$ cat src/rtl/xls_sum_tree_pkg.sv
// Shared types and elaboration-time helpers for the pipelined N-operand sum tree.
// The tree shape (operand count per level, bus offsets) is derived here so every file agrees.
package xls_sum_tree_pkg;

    typedef enum logic {
        SUM_WRAP = 1'b0,
        SUM_SAT  = 1'b1
    } sum_mode_e;

    function automatic int ceil_half(input int n);
        return (n + 1) / 2;
    endfunction

    // Operands remaining after lvl levels of pairwise reduction.
    function automatic int level_count(input int n, input int lvl);
        int c;
        c = n;
        for (int i = 0; i < lvl; i++) begin
            c = ceil_half(c);
        end
        return c;
    endfunction

    // Bit offset of level lvl inside the flattened tree bus (level 0 = registered operands).
    function automatic int tree_offset(input int n, input int ext, input int lvl);
        int off;
        off = 0;
        for (int i = 0; i < lvl; i++) begin
            off += level_count(n, i) * ext;
        end
        return off;
    endfunction

endpackage

$ cat src/rtl/xls_sum_tree_level.sv
// One reduction level of the sum tree: adds adjacent operand pairs, an odd last operand
// passes through, and the result is captured in this level's valid/data register.
module xls_sum_tree_level
    import xls_sum_tree_pkg::*;
#(
    parameter int N_IN = 2,
    parameter int EXT = 33,
    localparam int N_OUT = ceil_half(N_IN)
) (
    input  logic                 clk,
    input  logic                 rst_n,
    input  logic                 i_valid,
    input  sum_mode_e            i_mode,
    input  logic [N_IN*EXT-1:0]  i_data,
    input  logic                 i_load,
    output logic                 o_valid,
    output sum_mode_e            o_mode,
    output logic [N_OUT*EXT-1:0] o_data
);

    logic [N_OUT*EXT-1:0] w_sum;
    logic                 r_valid;
    sum_mode_e            r_mode;
    logic [N_OUT*EXT-1:0] r_data;

    // EXT already carries the tree's growth bits, so no addition here can carry out.
    for (genvar j = 0; j < N_OUT; j++) begin : g_pair
        if (2 * j + 1 < N_IN) begin : g_add
            assign w_sum[j*EXT +: EXT] = i_data[(2*j)*EXT +: EXT] + i_data[(2*j+1)*EXT +: EXT];
        end else begin : g_pass
            assign w_sum[j*EXT +: EXT] = i_data[(2*j)*EXT +: EXT];
        end
    end

    always_ff @(posedge clk or negedge rst_n) begin
        if (!rst_n) begin
            r_valid <= 1'b0;
            r_mode  <= SUM_WRAP;
            r_data  <= '0;
        end else if (i_load) begin
            r_valid <= i_valid;
            if (i_valid) begin
                r_mode <= i_mode;
                r_data <= w_sum;
            end
        end
    end

    assign o_valid = r_valid;
    assign o_mode  = r_mode;
    assign o_data  = r_data;

endmodule

$ cat src/rtl/xls_sum_tree_pipe.sv
// Pipelined N_OPS-operand unsigned adder tree with per-operand enable, wrap/saturate mode,
// overflow flag and valid/ready flow control; latency LVL+2, one result per cycle.
module xls_sum_tree_pipe
    import xls_sum_tree_pkg::*;
#(
    parameter int WIDTH = 32,
    parameter int N_OPS = 6,
    localparam int LVL = $clog2(N_OPS),
    localparam int EXT = WIDTH + LVL
) (
    input  logic                   clk,
    input  logic                   rst_n,
    input  logic                   in_valid,
    output logic                   in_ready,
    input  logic [N_OPS*WIDTH-1:0] in_ops,
    input  logic [N_OPS-1:0]       in_en,
    input  logic                   in_sat,
    output logic                   out_valid,
    input  logic                   out_ready,
    output logic [WIDTH-1:0]       out_sum,
    output logic                   out_ovf
);

    localparam int TREE_W = tree_offset(N_OPS, EXT, LVL + 1);
    localparam int FIN    = tree_offset(N_OPS, EXT, LVL);

    logic [TREE_W-1:0]      w_tree;
    logic [N_OPS*EXT-1:0]   w_masked;
    logic [LVL+1:0]         w_load;
    logic [LVL:0]           w_valid;
    sum_mode_e              w_mode [0:LVL];
    logic [EXT-1:0]         w_fin_sum;
    logic                   w_fin_ovf;

    logic                   r_s0_valid;
    sum_mode_e              r_s0_mode;
    logic [N_OPS*EXT-1:0]   r_s0_data;
    logic                   r_out_valid;
    logic [WIDTH-1:0]       r_out_sum;
    logic                   r_out_ovf;

    for (genvar i = 0; i < N_OPS; i++) begin : g_mask
        assign w_masked[i*EXT +: EXT] = in_en[i] ? {{LVL{1'b0}}, in_ops[i*WIDTH +: WIDTH]} : '0;
    end

    // Handshake: a transfer happens on a cycle where valid && ready are both high. Every
    // register stage (S0, tree levels, output) loads when it is empty or the stage after it
    // loads, so a bubble anywhere lets upstream move; out_ready reaches in_ready only through
    // this chain, and a stalled stage keeps its contents unchanged.
    always_comb begin
        w_load = '0;
        w_load[LVL+1] = !r_out_valid || out_ready;
        for (int k = LVL; k >= 1; k--) begin
            w_load[k] = !w_valid[k] || w_load[k+1];
        end
        w_load[0] = !r_s0_valid || w_load[1];
    end

    assign in_ready = w_load[0];

    always_ff @(posedge clk or negedge rst_n) begin
        if (!rst_n) begin
            r_s0_valid <= 1'b0;
            r_s0_mode  <= SUM_WRAP;
            r_s0_data  <= '0;
        end else if (w_load[0]) begin
            r_s0_valid <= in_valid;
            if (in_valid) begin
                r_s0_mode <= sum_mode_e'(in_sat);
                r_s0_data <= w_masked;
            end
        end
    end

    assign w_valid[0]                = r_s0_valid;
    assign w_mode[0]                 = r_s0_mode;
    assign w_tree[0 +: N_OPS*EXT]    = r_s0_data;

    for (genvar k = 1; k <= LVL; k++) begin : g_lvl
        localparam int NI    = level_count(N_OPS, k - 1);
        localparam int NO    = level_count(N_OPS, k);
        localparam int OFF_I = tree_offset(N_OPS, EXT, k - 1);
        localparam int OFF_O = tree_offset(N_OPS, EXT, k);

        xls_sum_tree_level #(
            .N_IN (NI),
            .EXT  (EXT)
        ) u_level (
            .clk     (clk),
            .rst_n   (rst_n),
            .i_valid (w_valid[k-1]),
            .i_mode  (w_mode[k-1]),
            .i_data  (w_tree[OFF_I +: NI*EXT]),
            .i_load  (w_load[k]),
            .o_valid (w_valid[k]),
            .o_mode  (w_mode[k]),
            .o_data  (w_tree[OFF_O +: NO*EXT])
        );
    end

    // Any set bit above WIDTH means the true sum no longer fits the result width.
    assign w_fin_sum = w_tree[FIN +: EXT];
    assign w_fin_ovf = |w_fin_sum[EXT-1:WIDTH];

    always_ff @(posedge clk or negedge rst_n) begin
        if (!rst_n) begin
            r_out_valid <= 1'b0;
            r_out_sum   <= '0;
            r_out_ovf   <= 1'b0;
        end else if (w_load[LVL+1]) begin
            r_out_valid <= w_valid[LVL];
            if (w_valid[LVL]) begin
                r_out_ovf <= w_fin_ovf;
                r_out_sum <= (w_mode[LVL] == SUM_SAT && w_fin_ovf) ? '1 : w_fin_sum[WIDTH-1:0];
            end
        end
    end

    assign out_valid = r_out_valid;
    assign out_sum   = r_out_sum;
    assign out_ovf   = r_out_ovf;

endmodule

$ cat config.mk
export PLATFORM = sky130hd
export DESIGN_NAME = xls_sum_tree_pipe
export DESIGN_NICKNAME = d
export VERILOG_FILES = /design/src/rtl/xls_sum_tree_pkg.sv /design/src/rtl/xls_sum_tree_level.sv /design/src/rtl/xls_sum_tree_pipe.sv
export SDC_FILE = /design/constraint.sdc
export NUM_CORES = 1
export LEC_CHECK = 0
export BUFFER_PORTS_ARGS = -buffer_cell sky130_fd_sc_hd__buf_4
export CAP_MARGIN = 40
export CORE_ASPECT_RATIO = 2
export CORE_MARGIN = 5
export CORE_UTILIZATION = 54
export DETAILED_ROUTE_END_ITERATION = 10
export PLACE_DENSITY = 0.77
export SLEW_MARGIN = 20
export SYNTH_ARGS = -nofsm -noshare
export SYNTH_HDL_FRONTEND = slang
export SYNTH_SLANG_ARGS = --single-unit
$ cat constraint.sdc
create_clock -name clk -period 2.8 [get_ports clk]
set_input_delay 0.56 -clock clk [delete_from_list [all_inputs] [get_ports clk]]
set_output_delay 0.56 -clock clk [all_outputs]
set_load 0.05 [all_outputs]
* After elaboration in Yosys (flattened, before gate mapping)
Index checks and enable logic that the tools add are counted.
W data, S select, Z words.
** Word-level totals
- Flip-flop bits (word level) :: 462
** Operators by class
- Add/sub/neg operators :: 5
- Mux-type cells :: 7
- Reductions and logical operators :: 17
** Operator list (number)
- $mux W32 :: 7
- $add A35 B35 Y35 :: 5
- $reduce_and A2 Y1 :: 5
- $logic_not A1 Y1 :: 5
- $logic_or A1 B1 Y1 :: 5
- $reduce_or A3 Y1 :: 1
- $logic_and A1 B1 Y1 :: 1

* Depth between registers and ports, before layout
Gate-level depths: netlist of the first run.
- Depth after elaboration :: 7
- Gate-level depth with buffers :: 12
- Mapped depth without buffers :: 12

* By module
From an unflattened synthesis of the first run, not the netlist that was laid out.
** Unflattened totals
- Cell total of the unflattened synthesis :: 2769
- Area total of the unflattened synthesis :: 26561.7 sq um
** By module, submodules not included
- xls_sum_tree_pipe :: instances 1, cells each 824, area each 9552.9 sq um, seq. area each 5705.5 sq um
- xls_sum_tree_level (g_lvl[1].u_level) :: instances 1, cells each 1087, area each 9117.5 sq um, seq. area each 2677.6 sq um
- xls_sum_tree_level (g_lvl[2].u_level) :: instances 1, cells each 458, area each 4580.6 sq um, seq. area each 1801.7 sq um
- xls_sum_tree_level (g_lvl[3].u_level) :: instances 1, cells each 400, area each 3310.7 sq um, seq. area each 925.9 sq um

* Worst setup path after synthesis of the first run
OpenSTA, ideal clock, no wires.
- Kind :: register to register
- Start point :: register r_s0_data[70]
- End point :: register g_lvl[1].u_level.r_data[67]
- Arrival :: 2853 ps
- Required time :: 2663 ps
- Setup slack :: -190 ps
- Cell stages (with the launch flop) :: 12
- Period minus slack after synthesis :: 2990 ps
- Cell sequence :: dfrtp_1 > ha_1 > fa_1 > a211oi_1 > o21bai_1 > a21oi_1 > o31ai_2 > a21oi_2 > a31oi_1 > a311o_1 > a2111oi_0 > nor3_1
** Between the ends
- Cells in the longest elaborated chain, start to end :: 1
** Ends and longest elaborated chain
- start, declared :: line xls_sum_tree_pipe.sv:37 : logic [N_OPS*EXT-1:0] r_s0_data;
- start signal, assigned :: line xls_sum_tree_pipe.sv:70 : r_s0_data <= w_masked;
- $add A35 B35 Y35 :: line xls_sum_tree_level.sv:29 : assign w_sum[j*EXT +: EXT] = i_data[(2*j)*EXT +: EXT] + i_data[(2*j+1)*EXT +: EXT];
- end signal, assigned :: line xls_sum_tree_level.sv:44 : r_data <= w_sum;
- end, declared :: line xls_sum_tree_level.sv:24 : logic [N_OUT*EXT-1:0] r_data;
No other way between the ends.
A chain may end at the register's enable or synchronous reset.

* Worst setup path in the final report of the first run
- Start point :: register r_s0_data[0]
- End point :: register g_lvl[1].u_level.r_data[32]
Same word-level chain as after synthesis.

==> results.toml, run 1 <==
[run_status]
outcome = "finished with violations"
violations = "negative setup slack"

[pwr]
combPwrFrac_pct = 43.4
power.share.clock_pct = 21.3
p_sw_share_pct = 39.8
leakagePower_nw = 14.1
power_frac_seq_pct = 35.3
power.density_mw_per_mm2 = 903
switchingPower_mw = 10.6
p_int_mw = 16.0
vdd_drop_max_mv = 0.491

[floorplan]
die-area_mm2 = 0.0495
row_count = 110
die_h_um = 310
ios = 238
start_util_pct = 54.2
fp.coreArea_mm2 = 0.0447
die-width_um = 160

[logic_synthesis]
synth_area_leader_cell = "dfrtp_1"
synth_flop_cell = "dfrtp_1"
synth_area_mm2 = 0.0243
seq_area_frac_synth_pct = 44.9
synth-async-reset-ratio_pct = 100
ys_ff_latch = 435
synth_edf_count = 0
ys_warn_count = 0
syn_inst = 2780
synth_nets = 3150
ys_types = 72
synth_area_leaders = "dfrtp_1 45%, nand2_1 12%, o21ai_0 8.6%"
synth_top_area_share_pct = 44.9
syn_area_per_cell_um2 = 8.72

[clock_network]
cts_tree = "yes"
h-tree-depth = 2
cts_max_path_buffers = 3
clock-sinks = 435
cts_buffers = 39
worstSkewPairLatency_ns = 0.56
clk_pin_slew_worst_paths_ns = 0.07
cts-root-buf = "clkbuf_16"

[setup_path]
cp_cell_sequence = "ha_2 > fa_2 > a211oi_2 > o21bai_2 > a211o_4 > a31oi_4 > o211ai_2 > a21o_1 > a31o_4 > a2111oi_4 > nor3_1"
crit_buf_inv = 0
rr_worst_depth = 11
path_max_fanout = 3
slowest_stage = "dfrtp_1"
endpoint = "g_lvl[1].u_level.o_data[32]"
worstPathRequired_ns = 3.24
r2r-end = "g_lvl[1].u_level.o_data[32]"
cp_num_cells = 11
rr_startpoint = "r_s0_data[0]"
path_delay_family = "compound AO/OA/AOI/OAI gates"
cp-startpoint = "r_s0_data[0]"
start_kind = "flip-flop"
timing_worst_setup_path_type = "reg -> reg"
rrSetupSlack_ns = -0.05
arrival_ns = 3.30
cpPeakStageDelay_ns = 0.39
critPathCaptureType = "flip-flop"

[job]
maxCapViolCount = 0

[timing]
slew_headroom_pct = 48.4
hold_viol = 0
drv_slew = 0
finalCritPeriodShare_pct = 102
finalSetupViolCount = 2
fin_ws_ns = -0.0514
fmax_mhz = 351
rsz0062_at_grt = "true"
skew_ns = 0.0230
worst_pin_slew_ns = 0.771
hold_ws_ns = 0.253
post-route-min-period_ns = 2.85

[min_path]
whs_path_depth = 2
hp-class = "in -> reg"

[drt]
postRouteAntennaNets = 0
dr_wl_met3_mm = 2.28
wirelength_mm = 61.6
via_per_inst = 5.56
route.met2.wl_mm = 29.9
wl_per_cell_um = 16.8
drt_iter0_markers = 1344
dr.pass1.iters = 5
num_vias = 20371
drcViolationCount = 0
top_layer = "met4"
wl_met1_mm = 26.9

[placed_design]
hpwl_mm = 46.3
port-buffer-count = 237
routabilityCongestion = 0.899
pre_cts_ws_ns = -0.184

[global_routing]
grt-ovfl-total = 0
grt_pass1_wl_mm = 100
grt_start_max_net_pins = 118
antenna_found_initial = 0
grt_pass1_vias = 19875
grt_usage_pct = 24.3

[final_layout]
nNetsFinal = 3446
drive_above_1_share_pct = 18.1
areaGrowthSynthToFinish_pct = 21.3
antenna_cells = 0
[flip-flops by register name, indices dropped and copies added (netlist names)]
register,flops
g_lvl.u_level.o_data,201
g_lvl.u_level.o_mode,3
out_sum,32
r_s0_mode,1
g_lvl.u_level.o_valid,3
out_valid,1
out_ovf,1
r_s0_valid,1
r_s0_data,192
[worst register-to-register path: stages (launching register included)]
cell	delay [ns]
dfrtp_1	0.39
ha_2	0.19
fa_2	0.35
a211oi_2	0.22
o21bai_2	0.13
a211o_4	0.36
a31oi_4	0.17
o211ai_2	0.13
a21o_1	0.21
a31o_4	0.24
a2111oi_4	0.28
nor3_1	0.07
[stage by stage]
| step | TNS (ns) | total power [mW] | area [µm²] | cells | util, % |
|---|---|---|---|---|---|
| floorplan | -0.0540 | 16.4 | 24300 | 2780 | - |
| global placement | -0.381 | 20.1 | 27400 | 3571 | 61.3 |
| detailed placement | -1.36 | 20.4 | 27400 | 3571 | 61.3 |
| CTS | -0.198 | 26.2 | 28800 | 3646 | 64.5 |
| global route | -1.32 | 28.3 | 29400 | 3664 | 65.8 |
| finish | -0.0808 | 26.6 | 29400 | 3664 | 65.8 |
[area by class of cell]
| class | count | area, µm² |
|---|---|---|
| inverter | 40 | 150 |
| clock buffer | 52 | 1100 |
| clock inverter | 17 | 235 |
| sequential | 435 | 10900 |
| tap | 560 | 701 |
| multi-input combinational | 2169 | 13300 |
| timing repair buffer | 391 | 3090 |
| fill | 3656 | 15300 |
[routing by layer]
metal  vias to the layer above  track usage [%]
li1                      10248                -
met1                      9528             32.1
met2                       486             41.3
met3                       109             2.70
met4                         0             9.53
met5                         -                0
[worst min-delay path by stage]
| stage | from | to | slack [ns] |
|---|---|---|---|
| 6_report | in_valid | r_s0_valid | 0.25 |
| 5_1_grt | in_ops[102] | r_s0_data[111] | 0.25 |
| 4_1_cts | in_valid | r_s0_valid | 0.23 |
| 3_5_place_dp | g_lvl[1].u_level.o_data[84] | g_lvl[2].u_level.o_data[49] | 0.46 |
| 3_3_place_gp | r_s0_mode | g_lvl[1].u_level.o_mode | 0.45 |
| 2_1_floorplan | rst_n | g_lvl[1].u_level.o_data[0] | 0.26 |
[layout by cell type, fill, tap and decap left out, types with 11 or more instances in the layout]
master	n
a211oi_1	11
a21o_1	74
a21oi_1	132
a31oi_1	12
and2_1	11
buf_12	11
buf_4	377
clkbuf_16	40
dfrtp_1	434
ha_1	153
inv_1	39
nand2_1	751
nand2b_1	21
nand3_1	28
nand4_1	24
nor2_1	89
nor2b_1	20
nor3_1	28
o21a_1	13
o21ai_0	401
o21ai_1	18
o21bai_1	19
o22a_1	32
o31ai_1	13
xnor2_1	71
xor2_1	65
[repair_timing]
action,CTS,global route
endpoints found under the setup margin,20,58
hold endpoints to repair,51,0
pin swaps,26,48
hold buffers,1,0
setup buffers,5,18
gates resized for setup,13,90
[kinds of logic (layout without fill, tap and decap cells)]
| group | count (synthesis) | count (layout) | synth area share, % |
|---|---|---|---|
| compound gates | 833 | 833 | 20.8 |
| fa+ha+maj | 167 | 167 | 8.77 |
| buf+inv | 176 | 500 | 2.72 |
| mux | 5 | 5 | 0.217 |
| flops | 435 | 435 | 44.9 |
| simple gates | 1025 | 1025 | 17.6 |
| xor+xnor | 139 | 139 | 5.02 |
[synthesized netlist by cell type (3+ instances only)]
library cell	count
a2111oi_0	8
a211oi_1	17
a21boi_0	3
a21o_1	74
a21oi_1	141
a221oi_1	7
a31o_2	3
a31oi_1	19
a41oi_1	5
and2_1	11
and3_1	10
and4_1	5
buf_1	8
clkbuf_1	128
dfrtp_1	435
fa_1	5
ha_1	162
inv_1	40
mux2i_1	3
nand2_1	756
nand2b_1	22
nand3_1	28
nand4_1	24
nor2_1	89
nor2b_1	23
nor3_1	28
nor3b_1	6
nor4_1	4
o2111ai_1	3
o211ai_1	5
o21a_1	13
o21ai_0	417
o21ai_1	5
o21bai_1	21
o221ai_1	3
o22a_1	32
o31a_1	3
o31ai_1	19
o31ai_2	3
o41ai_1	4
or2_2	4
or3_1	7
xnor2_1	74
xor2_1	65
[power by group through the flow]
stage	clock network (mW)	registers, mW	logic [mW]
global placement	0	9.39	10.7
finish	5.66	9.37	11.5
CTS	5.77	9.36	11.0
floorplan	0	9.67	6.72
detailed placement	0	9.46	10.9
global route	6.01	9.54	12.8
Power figures use the tool's default switching activity.
==> inputs of run 2 (changes only) <==
GPL_TIMING_DRIVEN = 0   (was default)
TNS_END_PERCENT = 100   (was default)
==> run 2 against run 1 <==
Compared with the run above: the flow still finishes with violations (negative setup slack); global-route usage up 1.8 points; combinational power about the same; clock-buffer cell count grew 1; non-clock buffer count up 46; design area increased by 1.1%; largest cell class unchanged.
==> results.toml, run 2 (synthesis gave the netlist of run 1 again) <==
[setup_path]
worstPathRequired_ns = 3.24
timing_worst_setup_path_type = "reg -> reg"
arrival_ns = 3.40
path_max_fanout = 3
start_kind = "flip-flop"
rr_worst_depth = 11
critPathCaptureType = "flip-flop"

[timing]
fin_ws_ns = -0.164
skew_ns = 0.0238
post-route-min-period_ns = 2.96
finalCritPeriodShare_pct = 106
drv_slew = 0
fmax_mhz = 337
slew_headroom_pct = 49.2
final.setup.tns_ns = -0.645
worst_pin_slew_ns = 0.762
rsz0062_at_grt = "true"
hold_ws_ns = 0.220
finalSetupViolCount = 12
hold_viol = 0

[pwr]
switchingPower_mw = 10.9
power.density_mw_per_mm2 = 903
combPwrFrac_pct = 43.7
leakagePower_nw = 13.9
p_int_mw = 16.0
p_sw_share_pct = 40.6
finalPower_mw = 26.9
vdd_drop_max_mv = 0.607
power_frac_seq_pct = 35.0
power.share.clock_pct = 21.2

[placed_design]
port-buffer-count = 237
hpwl_mm = 50.9
pre_cts_ws_ns = -1.07
routabilityCongestion = 0.929
dp.cells = 3584
postPlaceCellArea_mm2 = 0.0269

[clock_network]
cts_max_path_buffers = 3
h-tree-depth = 2
worstSkewPairLatency_ns = 0.56
clock-sinks = 435
cts_tree = "yes"
clk_pin_slew_worst_paths_ns = 0.07
cts_buffers = 39
cts-root-buf = "clkbuf_16"

[drt]
num_vias = 21025
via_per_inst = 5.67
route.met2.wl_mm = 33.0
postRouteAntennaNets = 0
dr_wl_met3_mm = 2.97
wirelength_mm = 66.7
dr.pass1.iters = 6
wl_met1_mm = 27.5
wl_per_cell_um = 18.0
drcViolationCount = 0
top_layer = "met4"
drt_iter0_markers = 1527

[job]
maxCapViolCount = 0

[floorplan]
row_count = 110
die_h_um = 310
ios = 238
start_util_pct = 54.2
fp.coreArea_mm2 = 0.0447
die-area_mm2 = 0.0495
die-width_um = 160

[final_layout]
layout_commonest_cell = "nand2_1"
drive_above_1_share_pct = 17.2
antenna_cells = 0
stdcell_area_mm2 = 0.0297
nNetsFinal = 3492
final_util_pct = 66.5
largest_register_ffs = 201
areaGrowthSynthToFinish_pct = 22.6
layout_common_cells = "752 x nand2_1, 432 x dfrtp_1, 389 x o21ai_0"
finalNonFillerCells = 3709

[global_routing]
grt_pass1_wl_mm = 106
grt-ovfl-total = 0
grt_usage_pct = 26.1
antenna_found_initial = 0
grt_pass1_vias = 20947
grt_start_max_net_pins = 100

[min_path]
hp-class = "in -> reg"
whs_path_depth = 2

[run_status]
outcome = "finished with violations"
violations = "negative setup slack"
-- run 2: routing by layer --
metal / track usage [%] / vias up
met2: 46.0 / 605
met5: 0 / -
met3: 3.28 / 138
met4: 11.3 / 0
li1: - / 10359
met1: 32.4 / 9923
-- run 2: layout make-up --
cell class,instances,area [µm²]
clock inverters,15,249
clock buffers,53,1090
well taps,560,701
plain buffers,132,529
multi-input cells,2169,13700
inverters,40,150
fillers,3647,15000
flip-flops and latches,435,10900
repair buffers,305,2430
-- run 2: critical path: stages, from the launching register on --
cell and delay, ns:
dfrtp_2 0.46, ha_4 0.18, fa_2 0.35, a211oi_2 0.23, o21bai_2 0.12, a211o_4 0.37, a31oi_4 0.21, o211ai_2 0.13
a21o_1 0.21, a31o_4 0.24, a2111oi_4 0.28, nor3_1 0.07
-- run 2: power by group through the flow --
| stage | clock [mW] | combinational (mW) | sequential, mW |
|---|---|---|---|
| floorplan | 0 | 6.72 | 9.67 |
| global placement | 0 | 10.2 | 9.38 |
| detailed placement | 0 | 10.4 | 9.45 |
| CTS | 5.77 | 11.0 | 9.36 |
| global route | 6.01 | 12.9 | 9.56 |
| finish | 5.70 | 11.7 | 9.41 |
-- run 2: path summary, 6_finish.rpt --
check | from | slack (ns) | to
setup reg to reg | r_s0_data[35] | -0.16 | g_lvl[1].u_level.o_data[32]
min in group asynchronous | rst_n | 0.51 | r_s0_data[14]
hold / removal | in_valid | 0.22 | r_s0_valid
max in group asynchronous | rst_n | 1.12 | g_lvl[2].u_level.o_data[59]
setup / recovery | r_s0_data[35] | -0.16 | g_lvl[1].u_level.o_data[32]
hold reg to reg | r_s0_mode | 0.47 | g_lvl[1].u_level.o_mode
-- run 2: repair_timing --
action,in CTS,in global routing
hold buffers,1,0
pin swaps,62,71
setup buffers,34,28
setup endpoints to repair,276,181
gates resized for setup,103,123
hold endpoints to repair,43,0
